<file path="src/rtl/neuron_mac_ctrl.sv">
// One neuron: streams len weight/activation pairs through a Q16.16 multiplier, saturating-accumulates, adds bias, optional ReLU.
// Latency: done in cycle len+4 after the accepted start (cycle 2 when len==0); start is ignored while busy.

module q16_sat_mul (
  input  logic [31:0] i_a,
  input  logic [31:0] i_b,
  output logic [31:0] o_p
);
  logic signed [63:0] w_a;
  logic signed [63:0] w_b;
  logic signed [63:0] w_full;
  logic signed [63:0] w_sh;

  always_comb begin
    w_a    = {{32{i_a[31]}}, i_a};
    w_b    = {{32{i_b[31]}}, i_b};
    w_full = w_a * w_b;
    // Truncate toward minus infinity, then clamp into the Q16.16 range.
    w_sh   = w_full >>> 16;
    if (w_sh > 64'sh0000_0000_7FFF_FFFF)
      o_p = 32'h7FFF_FFFF;
    else if (w_sh < -64'sh0000_0000_8000_0000)
      o_p = 32'h8000_0000;
    else
      o_p = w_sh[31:0];
  end
endmodule

module neuron_mac_ctrl #(
  parameter int ADDR_W  = 10,
  parameter bit RELU_EN = 1'b1
) (
  input  logic              i_clk,
  input  logic              i_rst_n,
  input  logic              i_start,
  input  logic [ADDR_W-1:0] i_len,
  input  logic [31:0]       i_bias,
  output logic              o_rd_en,
  output logic [ADDR_W-1:0] o_rd_addr,
  input  logic [31:0]       i_w_data,
  input  logic [31:0]       i_x_data,
  output logic              o_busy,
  output logic              o_done,
  output logic [31:0]       o_result
);
  typedef enum logic [2:0] {S_IDLE, S_RUN, S_DRAIN, S_BIAS, S_DONE} state_t;

  state_t              r_state;
  logic [ADDR_W-1:0]   r_len;
  logic [31:0]         r_bias;
  logic [31:0]         r_acc;
  logic                r_rd_en;
  logic [ADDR_W-1:0]   r_rd_addr;
  logic                r_d_vld;
  logic                r_p_vld;
  logic [31:0]         r_prod;
  logic                r_drain;
  logic                r_busy;
  logic                r_done;
  logic [31:0]         r_result;

  logic [31:0]         w_prod;
  logic [31:0]         w_biased;
  logic [31:0]         w_final;
  logic [ADDR_W-1:0]   w_last;

  function automatic logic [31:0] sat_add(input logic [31:0] a, input logic [31:0] b);
    logic [31:0] s;
    s = a + b;
    if ((a[31] == b[31]) && (s[31] != a[31]))
      sat_add = a[31] ? 32'h8000_0000 : 32'h7FFF_FFFF;
    else
      sat_add = s;
  endfunction

  q16_sat_mul u_mul (
    .i_a (i_w_data),
    .i_b (i_x_data),
    .o_p (w_prod)
  );

  assign w_last   = r_len - {{(ADDR_W-1){1'b0}}, 1'b1};
  assign w_biased = sat_add(r_acc, r_bias);
  assign w_final  = (RELU_EN && w_biased[31]) ? 32'h0000_0000 : w_biased;

  always_ff @(posedge i_clk or negedge i_rst_n) begin
    if (!i_rst_n) begin
      r_state   <= S_IDLE;
      r_len     <= '0;
      r_bias    <= '0;
      r_acc     <= '0;
      r_rd_en   <= 1'b0;
      r_rd_addr <= '0;
      r_d_vld   <= 1'b0;
      r_p_vld   <= 1'b0;
      r_prod    <= '0;
      r_drain   <= 1'b0;
      r_busy    <= 1'b0;
      r_done    <= 1'b0;
      r_result  <= '0;
    end else begin
      // Valid bits follow each element: read -> RAM data -> product -> accumulate.
      r_d_vld <= r_rd_en;
      r_p_vld <= r_d_vld;
      if (r_d_vld) r_prod <= w_prod;
      if (r_p_vld) r_acc <= sat_add(r_acc, r_prod);

      case (r_state)
        S_IDLE: begin
          if (i_start) begin
            r_len  <= i_len;
            r_bias <= i_bias;
            r_acc  <= '0;
            r_busy <= 1'b1;
            if (i_len != '0) begin
              r_state   <= S_RUN;
              r_rd_en   <= 1'b1;
              r_rd_addr <= '0;
            end else begin
              r_state <= S_BIAS;
            end
          end
        end
        S_RUN: begin
          if (r_rd_addr == w_last) begin
            r_rd_en <= 1'b0;
            r_drain <= 1'b0;
            r_state <= S_DRAIN;
          end else begin
            r_rd_addr <= r_rd_addr + 1'b1;
          end
        end
        S_DRAIN: begin
          r_drain <= 1'b1;
          if (r_drain) r_state <= S_BIAS;
        end
        S_BIAS: begin
          r_result <= w_final;
          r_done   <= 1'b1;
          r_state  <= S_DONE;
        end
        S_DONE: begin
          r_done  <= 1'b0;
          r_busy  <= 1'b0;
          r_state <= S_IDLE;
        end
        default: r_state <= S_IDLE;
      endcase
    end
  end

  assign o_rd_en   = r_rd_en;
  assign o_rd_addr = r_rd_addr;
  assign o_busy    = r_busy;
  assign o_done    = r_done;
  assign o_result  = r_result;
endmodule
</file>
<file path="config.mk">
export PLATFORM = sky130hd
export DESIGN_NAME = neuron_mac_ctrl
export DESIGN_NICKNAME = d
export VERILOG_FILES = /design/src/rtl/neuron_mac_ctrl.sv
export SDC_FILE = /design/constraint.sdc
export NUM_CORES = 2
export LEC_CHECK = 0
export CAP_MARGIN = 20
export CORE_MARGIN = 8
export CORE_UTILIZATION = 59
export DETAILED_ROUTE_END_ITERATION = 16
export GPL_TIMING_DRIVEN = 0
export PLACE_DENSITY_LB_ADDON = 0.3
export SLEW_MARGIN = 20
export SYNTH_ARGS = -nofsm -noshare
export SYNTH_HDL_FRONTEND = slang
export SYNTH_HIERARCHICAL = 1
export SYNTH_SLANG_ARGS = --single-unit
</file>
<file path="constraint.sdc">
create_clock -name i_clk -period 4.3 [get_ports i_clk]
set_input_delay 1.29 -clock i_clk [delete_from_list [all_inputs] [get_ports i_clk]]
set_output_delay 1.29 -clock i_clk [all_outputs]
set_load 0.01 [all_outputs]
</file>
==> impl_metrics.tcl <==
set metrics [dict create \
    relSlewSlack_pct 45.64 \
    min_to "r_p_vld$_DFF_PN0_" \
    slowest_stage "fa_2" \
    async_flop_share_pct 100.0 \
    period_share_pct 222.8 \
    ys_types 91 \
    htreeDepth 4 \
    ant_nets 0 \
    hold_class "register to register" \
    min_delay_path_depth 0 \
    status "complete, but fails checks" \
    ys_seq_elements 156 \
    layout-drive-gt1-share_pct 15.03 \
    violations "setup timing" \
    syn_area_um2 46130 \
    multi_input_area_um2 38750 \
    fillers 5715 \
    worstSkewPairLatency_ns 0.44 \
    start_kind "primary input" \
    cap_viol_max_count 0 \
    final_common_cell "fa_1" \
    path_class "primary input to register" \
    placed_cell_area_um2 49100 \
    rsz0062_at_grt "true" \
    seqCellArea_um2 3905 \
    synth_nets 6438 \
    firstDrtPassIters 8 \
    ys_seq_area_share_pct 8.463 \
    grt_pass1_vias 40570 \
    dpl_worst_slack_ns -7.507 \
    grt_max_degree 98 \
    coreArea_um2 77470 \
    fin_area_um2 54520 \
    finalSetupViolCount 61 \
    cts_tree "done" \
    die_w_um 295.6 \
    numCtsBuffers 17 \
    slew_violations 0 \
    hpwl_um 124200 \
    ff2ff_path_depth 17 \
    syn_inst 5001 \
    io_pins 154 \
    max_freq_mhz 104.4 \
    die_area_um2 87380 \
    fin_cells 6413 \
    grt_usage_pct 37.05 \
    cp_top_family "adder cells" \
    cts_root_buf "clkbuf_16" \
    cts_buffer_depth 2 \
    path_clk_slew_ns 0.06 \
    initial_core_util_pct 59.54 \
    drc_errors 0 \
    ys.flop_type "dfrtp_1" \
    final_cell_mix "fa_1, inv_1, nand2_1, and2_1, ha_1" \
    cp_max_fo 10 \
    overflow 0 \
    tightest_slew_ns 0.8052 \
    place_inst 6194 \
    gp_congestion 1.047 \
    cp_data_required_time_ns 4.68 \
    clkSinkCount 156 \
    synth.avg_cell_area_um2 9.223 \
    reg2reg_slack_ns -0.26 \
    totalWireLength_um 162400 \
    fin_skew_ns 0.01108 \
    post-route-min-period_ns 9.581 \
    fin_nets 6774 \
    routedWlPerCell_um 25.33 \
    drtIter0Drc 4237 \
    cp-end-kind "register" \
    cts_hold_buf 0 \
    path_buf_inv 9 \
    port_buffers 152 \
    hold_viol 0 \
    r2r-start "r_acc[1]$_DFF_PN0_" \
    r2r_end "o_result[18]$_DFFE_PN0P_" \
    row_count 102 \
    min_from "r_d_vld$_DFF_PN0_" \
    via_count 38820 \
    areaGrowthSynthToFinish_pct 18.19 \
    slowest_delay_ns 0.70 \
    via_per_inst 6.053 \
    crit_top_cell "fa_1" \
    setup_slack_ns -5.281 \
    arrival_ns 9.96 \
    synth_edf_count 0 \
    final_util_pct 70.37 \
    ys_warn_count 6 \
    die_h_um 295.6 \
    grt_antenna_before_repair 23 \
    grt_pass1_wl_um 240400 \
]
## worst max-delay path by stage
stage                     depth (start not counted)                     end         start
after global placement                           31   r_prod[2]$_DFFE_PN0P_   i_x_data[8]
after global routing                             31  r_prod[29]$_DFFE_PN0P_  i_w_data[31]
after CTS                                        32  r_prod[24]$_DFFE_PN0P_  i_w_data[31]
after detailed placement                         31  r_prod[18]$_DFFE_PN0P_   i_x_data[8]
final                                            31  r_prod[30]$_DFFE_PN0P_   i_x_data[8]
after floorplan                                  28  r_prod[24]$_DFFE_PN0P_  i_w_data[31]
## cells by family after synthesis
| kind of cell | after synthesis | synth area share (%) |
|---|---|---|
| buf+inv | 1223 | 10.07 |
| mux | 37 | 0.8979 |
| xor+xnor | 117 | 2.222 |
| compound gates | 550 | 7.734 |
| fa+ha+maj | 1328 | 53.67 |
| other cells | 1 | 0.008130 |
| simple gates | 1589 | 16.93 |
| flops | 156 | 8.463 |
## routing by layer
layer	global-route usage, %	routed length (µm)	vias to the layer above
met3	12.72	20970	835
li1	-	-	15880
met1	45.15	55300	19460
met5	0	69	-
met2	55.58	71570	2634
met4	25.25	14510	10
## state kept, by name (all words and copies together) (netlist names)
register / flops
o_result: 31
r_acc: 32
r_drain: 1
r_len: 10
o_rd_en: 1
r_p_vld: 1
o_done: 1
o_rd_addr: 10
r_d_vld: 1
o_busy: 1
r_prod: 32
r_state: 3
r_bias: 32
## synth_stat cells (all sizes together), types with 10 or more instances
master  count  area [µm²]
nand2     742        2795
xor2       55       481.7
and3       21       131.4
o21ai     144       724.4
nor2      116       435.4
o211ai     10       80.07
clkbuf    246       924.6
inv       950        3566
a21oi     174       882.1
xnor2      62       543.0
o21a       19       142.6
fa       1084       21700
ha        244        3053
or3        15       98.84
nand3      46       230.2
a31oi      21       137.6
a211oi     15       117.6
nand2b     16       100.1
a21o       55       416.7
dfrtp     156        3904
nor3       26       135.1
nor4       17       118.9
o21bai     14       105.1
buf        27       156.4
mux2       32       360.4
and2      518        3241
o221a      15       168.9
nand4      24       150.1
## stage by stage
step | hold WS, ns | TNS [ns]
after floorplan | 0.3519 | -155.98
after global placement | 0.3992 | -942.50
after detailed placement | 0.4032 | -253.72
after CTS | 0.4172 | -161.67
after global routing | 0.4233 | -179.74
final | 0.4214 | -171.43
## what timing repair did
item | CTS | global route
gates cloned | 4 | 4
endpoints found under the setup margin | 63 | 63
pin swaps | 82 | 122
gates resized for setup | 965 | 366
setup buffers | 125 | 38
## cell type report
type / count / share of cell area [%]
clock buffer: 21 / 0.8813
sequential: 156 / 7.163
antenna: 23 / 0.1056
multi-input combinational: 3622 / 71.08
inverter: 950 / 6.569
clock inverter: 11 / 0.3443
tap: 1040 / 2.387
timing repair buffer: 324 / 5.412
buffer: 266 / 6.054
Power is left out: the tool's default activity adds up to more than one toggle a clock period on the data nets, which glitch-free logic cannot reach.
